--- config.mk ---
export PLATFORM = sky130hd
export DESIGN_NAME = fetch_unit
export DESIGN_NICKNAME = d
export VERILOG_FILES = /design/src/rtl/fetch_unit.sv
export SDC_FILE = /design/constraint.sdc
export NUM_CORES = 1
export LEC_CHECK = 0
export BUFFER_PORTS_ARGS = -buffer_cell sky130_fd_sc_hd__buf_2
export CORE_MARGIN = 2
export CORE_UTILIZATION = 40
export CTS_CLUSTER_SIZE = 20
export DETAILED_ROUTE_END_ITERATION = 12
export PLACE_DENSITY = 0.58
export REMOVE_ABC_BUFFERS = 1
export SLEW_MARGIN = 5
export SYNTH_ARGS = -nofsm -noshare
export SYNTH_HDL_FRONTEND = slang
export SYNTH_SLANG_ARGS = --single-unit
--- constraint.sdc ---
create_clock -name clk -period 9.1 [get_ports clk]
set_input_delay 0.91 -clock clk [delete_from_list [all_inputs] [get_ports clk]]
set_output_delay 0.91 -clock clk [all_outputs]
set_load 0.02 [all_outputs]
--- src/rtl/fetch_unit.sv ---
// fetch_unit: instruction-fetch stage. Owns the fetch PC, issues in-order word
// fetches over a valid/ready request channel, tags in-flight requests with their
// PCs, buffers returning instructions and hands them to decode. A redirect
// reloads the PC, flushes the buffer and discards responses still in flight.
// Optional feature macro: FETCH_MISALIGN_CHECK_EN -- a misaligned redirect
// target halts fetch and presents a single fault entry (adds port if_fault).
module fetch_unit #(
   parameter logic [63:0] RESET_PC  = 64'h0,
   parameter int          BUF_DEPTH = 2
) (
   input  logic        clk,
   input  logic        rst,
   input  logic        flow_change,
   input  logic [63:0] next_pc,
   output logic        imem_req_valid,
   input  logic        imem_req_ready,
   output logic [63:0] imem_req_addr,
   input  logic        imem_rsp_valid,
   input  logic [31:0] imem_rsp_data,
   output logic        if_valid,
   input  logic        if_ready,
   output logic [31:0] if_instr,
   output logic [63:0] if_pc
`ifdef FETCH_MISALIGN_CHECK_EN
   ,
   output logic        if_fault
`endif
);

   localparam int PW = $clog2(BUF_DEPTH);
   localparam int CW = PW + 1;
   localparam logic [CW:0] DEPTH_W = (CW+1)'(BUF_DEPTH);

`ifdef FETCH_MISALIGN_CHECK_EN
   typedef enum logic [1:0] {S_RUN, S_FLUSH, S_HALT} state_t;
`else
   typedef enum logic {S_RUN, S_FLUSH} state_t;
`endif

   // instruction buffer (circular) and in-flight PC tag queue
   logic [63:0]   r_buf_pc    [BUF_DEPTH];
   logic [31:0]   r_buf_instr [BUF_DEPTH];
`ifdef FETCH_MISALIGN_CHECK_EN
   logic          r_buf_fault [BUF_DEPTH];
`endif
   logic [PW-1:0] r_buf_head;
   logic [PW-1:0] r_buf_tail;
   logic [CW-1:0] r_buf_cnt;
   logic [63:0]   r_tag [BUF_DEPTH];
   logic [PW-1:0] r_tag_head;
   logic [PW-1:0] r_tag_tail;
   logic [CW-1:0] r_live_cnt;
   logic [CW-1:0] r_drop_cnt;
   logic [63:0]   r_fetch_pc;
   state_t        r_state;

   logic          w_halted;
   logic          w_deq;
   logic          w_rsp_drop;
   logic          w_rsp_keep;
   logic          w_rsp_counted;
   logic          w_req_fire;
   logic          w_misaligned;
   logic [CW:0]   w_committed;
   logic [63:0]   w_target;
   logic [CW-1:0] w_drop_next;
   logic [CW-1:0] w_drop_after_redirect;

   // handshake decodes, capacity accounting and redirect target
   always_comb begin
      w_deq         = (r_buf_cnt != '0) && if_ready;
      w_rsp_drop    = imem_rsp_valid && (r_drop_cnt != '0);
      // in RUN nothing is pending discard, so a response belongs to the tag head
      w_rsp_keep    = imem_rsp_valid && (r_state == S_RUN) && (r_live_cnt != '0);
      // a response arriving during a redirect retires one outstanding request
      w_rsp_counted = w_rsp_drop || (imem_rsp_valid && (r_live_cnt != '0));
      // an entry being drained by decode this cycle counts as a free slot,
      // which is what sustains one request per cycle at BUF_DEPTH=2
      w_committed   = (CW+1)'(r_buf_cnt) - (CW+1)'(w_deq)
                    + (CW+1)'(r_live_cnt) + (CW+1)'(r_drop_cnt);
      w_drop_next   = r_drop_cnt - CW'(w_rsp_drop);
      w_drop_after_redirect = r_drop_cnt + r_live_cnt - CW'(w_rsp_counted);
`ifdef FETCH_MISALIGN_CHECK_EN
      w_halted      = (r_state == S_HALT);
      w_target      = next_pc;
      w_misaligned  = (next_pc[1:0] != 2'b00);
`else
      w_halted      = 1'b0;
      w_target      = next_pc & ~64'h3;
      w_misaligned  = 1'b0;
`endif
      imem_req_valid = !rst && !flow_change && !w_halted && (w_committed < DEPTH_W);
      w_req_fire     = imem_req_valid && imem_req_ready;
   end

   // output views of the fetch PC and the buffer head
   always_comb begin
      imem_req_addr = r_fetch_pc;
      if_valid      = (r_buf_cnt != '0);
      if_instr      = r_buf_instr[r_buf_head];
      if_pc         = r_buf_pc[r_buf_head];
`ifdef FETCH_MISALIGN_CHECK_EN
      if_fault      = if_valid && r_buf_fault[r_buf_head];
`endif
   end

   // fetch PC, tag queue, buffer, outstanding counters and RUN/FLUSH/HALT state
   always_ff @(posedge clk) begin
      if (rst) begin
         r_fetch_pc <= RESET_PC;
         r_buf_head <= '0;
         r_buf_tail <= '0;
         r_buf_cnt  <= '0;
         r_tag_head <= '0;
         r_tag_tail <= '0;
         r_live_cnt <= '0;
         r_drop_cnt <= '0;
         r_state    <= S_RUN;
         for (int i = 0; i < BUF_DEPTH; i++) begin
            r_buf_pc[i]    <= '0;
            r_buf_instr[i] <= '0;
            r_tag[i]       <= '0;
`ifdef FETCH_MISALIGN_CHECK_EN
            r_buf_fault[i] <= 1'b0;
`endif
         end
      end else if (flow_change) begin
         // redirect: everything in flight becomes discardable, buffer flushed
         r_fetch_pc <= w_target;
         r_buf_head <= '0;
         r_tag_head <= '0;
         r_tag_tail <= '0;
         r_live_cnt <= '0;
         r_drop_cnt <= w_drop_after_redirect;
`ifdef FETCH_MISALIGN_CHECK_EN
         if (w_misaligned) begin
            r_buf_pc[0]    <= next_pc;
            r_buf_instr[0] <= 32'h0000_0013;
            r_buf_fault[0] <= 1'b1;
            r_buf_tail     <= PW'(1);
            r_buf_cnt      <= CW'(1);
            r_state        <= S_HALT;
         end else
`endif
         begin
            r_buf_tail <= '0;
            r_buf_cnt  <= '0;
            r_state    <= (w_drop_after_redirect != '0) ? S_FLUSH : S_RUN;
         end
      end else begin
         if (w_req_fire) begin
            r_tag[r_tag_tail] <= r_fetch_pc;
            r_tag_tail        <= r_tag_tail + 1'b1;
            r_fetch_pc        <= r_fetch_pc + 64'd4;
         end
         if (w_rsp_keep) begin
            r_buf_pc[r_buf_tail]    <= r_tag[r_tag_head];
            r_buf_instr[r_buf_tail] <= imem_rsp_data;
`ifdef FETCH_MISALIGN_CHECK_EN
            r_buf_fault[r_buf_tail] <= 1'b0;
`endif
            r_buf_tail              <= r_buf_tail + 1'b1;
            r_tag_head              <= r_tag_head + 1'b1;
         end
         if (w_deq) begin
            r_buf_head <= r_buf_head + 1'b1;
         end
         r_buf_cnt  <= r_buf_cnt + CW'(w_rsp_keep) - CW'(w_deq);
         r_live_cnt <= r_live_cnt + CW'(w_req_fire) - CW'(w_rsp_keep);
         r_drop_cnt <= w_drop_next;
`ifdef FETCH_MISALIGN_CHECK_EN
         if (r_state != S_HALT)
`endif
            r_state <= (w_drop_next != '0) ? S_FLUSH : S_RUN;
      end
   end

endmodule

==> results.txt <==
- Outcome: complete, no violations
* Number of buffers and inverters on the critical path: 4
* Register area share after synthesis: 62.7%
- The synthesized netlist devotes 5.24% of its cell area to compound gates.
* Per-cell routed wire length: 20.9 um
- Via count normalized by instance count: 5.26
- The wire-length estimate of the detail-placed layout is 28.6 mm.
* Count of antenna-violating nets left after detailed routing: 0
* Commonest non-fill, non-tap cell in the layout: edfxtp_1
* Iteration count of the initial detailed-routing pass: 5
- Clock skew on the completed layout was measured at 15.1 ps.
- Die height: 212 um
* Count of cells resized by post-cts repair: 0
- The max-slew violation total from the final report is 0.
- Startpoint class of the critical path: flop
- Parity-gate share of the synthesized area counting xor and xnor cells: 1.85%
* Pin count of the biggest net entering global routing: 70
- I/O pin total: 264
- For this run, asynchronously set or reset flops after synthesis account for 0%.
* Cell chain of the critical path: or2_2 > nand2_1 > nor2_1 > fa_1 > inv_1 > ha_1 > xnor3_1 > nor4b_4 > buf_4 > inv_2 > buf_4 > and4bb_2 > nand3_1 > xor2_1 > a211oi_1
- Die outline width: 212 um
- Post-Syn Area per Cell: 12.3 um^2
- Number of design rule violations left after detail routing: 0
- Instance area at placement: 0.0192 mm^2
- Max-cap violations in this run came to 0.
- The H-tree was split into 2 levels.
- Grouping stages by cell kind, the critical path spends the most delay in simple AND/OR/NAND/NOR gates.
* Number of library cell types mapped by synthesis: 61
* Share of post-route cells with drive strength above 1: 27.0%
- After global routing the overflow that remains totals 0.
- P_leak: 8.04 nW
* WL final: 47.0 mm
- The total area inside the core boundary comes to 0.0430 mm^2.
- Clock tree from TritonCTS: done
- Setup violations remaining at the end of the flow were counted as 0.
- The filler cells instantiated in the layout total 4014.
* RD Place Congestion: 0.787
- Footprint of the multi-input gates: 0.00610 mm^2
* Clock latency of the later-clocked register in the worst-skew pair: 560 ps
- First-pass GRT wire length: 70.2 mm
- Maximum root-to-sink buffer count: 3
* Arithmetic-cell share of the synthesized area counting full adders, half adders and majority gates: 0.837%
* Worst VDD drop: 0.000107 V
- The worst pin sits at a relative slew slack of 23.2%.
- Synthesis handed over a netlist of 1405 instances.
- For the finished layout, the period the worst path requires is 4900 ps.
* Starting Density: 40.3%
- Derived from the worst setup path, the maximum achievable clock frequency is 204 MHz.
- Portion of netlist area occupied by mux cells: 10.1%
- Total Die Area: 0.0450 mm^2
* Overall via count from detail_route: 11800
- For the worst setup path, the data required time is 9570 ps.
- CTS placed an instance of clkbuf_16 at the clock tree root.
- Number of flops mapped to enable cells by yosys: 312
- Overall global routing resource usage: 20.7%
- Post-Synth Simple-Gate Area: 16.8%
- Worst setup path category: reg2reg
- Syn-to-layout area delta: 18.1%
* Area of the mapped netlist: 0.0173 mm^2
- STA classifies the critical path endpoint as a flop.
- Setup TNS Final: 0 ps
- Registers take 0.0109 mm^2.
- In the synthesized netlist the dominant register cell turns out to be edfxtp_1.
- Vias in the first global route: 11800
* Final design area excluding fillers: 0.0205 mm^2
* Transition time at the pin with the least slew margin: 1150 ps
- In the layout the commonest cells are edfxtp_1, buf_2, nor2_1.
* Cell with the biggest individual delay on the critical path: buf_4
- Synth Register Bits: 387
- Fraction of the cycle the final worst path needs: 53.8%
* Kind of path behind the tightest hold check: reg2reg
- The first routing iteration left 794 violations.
* Number of buffers created by CTS: 43
- By instance count, the cell type seen most on the critical path is buf_4.
- The clock drives 387 sinks.
- Buffers inserted to repair hold after CTS numbered 0.
- Setup repair after global routing missed its margin: false
- For this design the ratio of total power to cell area is 196 mW/mm^2.
- Yosys synthesis warning count: 0
- The initial antenna violation count is 3.
- The final layout contains 1745 nets.
- Input/output buffers: 257
* Worst-path clk slew: 60 ps
* Number of buffers added for setup after CTS: 0
- Arrival time worst endpoint: 5370 ps
- In this design, the stage delay of the slowest critical-path cell is 530 ps.
- The floorplan has 76 rows.
* Combinational family with the most area after synthesis: simple AND/OR/NAND/NOR gates
- The tightest hold path in the finished design has a slack of 498 ps.
- Maximum fanout along the worst path: 50
- The final number of hold-violating endpoints came to 0.
flip-flops by register name, summed over array words and instances (netlist names), named ones only:
signal and flops:
r_buf_pc 124, r_tag 124, r_buf_instr 64, imem_req_addr 62
r_buf_cnt 2, r_drop_cnt 2, r_live_cnt 2, r_buf_head 1
r_buf_tail 1, r_state 1, r_tag_head 1, r_tag_tail 1
per-stage QoR:
step           worst slack, ps  utilization, %  power (mW)  std cells
2_1_floorplan             1600               -        2.30       1310
3_3_place_gp              3870            44.7        2.45       2172
3_5_place_dp              3840            44.7        2.46       2172
4_1_cts                   4180            47.6        4.06       2250
5_1_grt                   3900            47.6        4.16       2250
6_report                  4200            47.7        4.01       2252
logic make-up after synthesis:
family                   after synthesis
multiplexers                         162
other                                  1
buffers and inverters                113
flip-flops                           387
XOR/XNOR                              35
AO/OA/AOI/OAI                        150
adder cells (fa/ha/maj)               11
AND/OR/NAND/NOR                      546
power by group:
group | total (mW) | switching (mW) | internal, mW | leakage, nW
sequential | 2.05 | 0.0566 | 2.00 | 3.85
clock | 1.59 | 0.682 | 0.909 | 0.626
combinational | 0.366 | 0.244 | 0.122 | 3.56
per-layer routing:
layer	track usage (%)	share of wire (%)	vias up
met1	26.5	43	5814
met4	7.93	2.9	2
li1	-	-	5587
met3	4.12	6.1	79
met2	34.8	48	362
met5	0	0.023	-
worst min-delay path, delay by kind of cell (launching register included):
family        cells  cell delay, ps
xor+xnor          1              80
simple gates      1              70
flops             1             320
cell usage after synthesis, types with 7 or more instances:
master,instances,area (um^2)
a21oi_1,51,255
a22oi_1,7,52.6
a31oi_1,12,75.1
a32oi_1,7,61.3
and2_1,127,795
and3_1,86,538
and4_1,9,78.8
clkbuf_1,87,327
dfxtp_1,75,1500
edfxtp_1,312,9370
ha_1,10,125
inv_1,13,48.8
mux2_2,96,1080
mux2i_1,64,641
nand2_1,49,184
nand3_1,27,135
nand4_1,21,131
nor2_1,175,657
nor3_1,18,90.1
o21ai_0,31,155
o22ai_1,17,106
xnor2_1,15,131
xor2_1,19,166
layout make-up:
| type | count | area share, % |
|---|---|---|
| clock inverters | 19 | 0.397 |
| flip-flops and latches | 387 | 53.1 |
| diodes | 2 | 0.0244 |
| clock buffers | 59 | 5.80 |
| inverters | 15 | 0.275 |
| multi-input cells | 908 | 29.8 |
| repair buffers | 277 | 7.01 |
| well taps | 585 | 3.57 |
path summary, 6_finish.rpt:
kind / from / to / slack, ps / cells past startpoint
max: r_buf_cnt[1] / imem_req_addr[25] / 4200 / 15
min: r_buf_head / flop / 500 / 2
max reg2reg: r_buf_cnt[1] / imem_req_addr[25] / 4200 / 15
min reg2reg: r_buf_head / flop / 500 / 2
No activity file was read; power rests on OpenSTA's default activity.
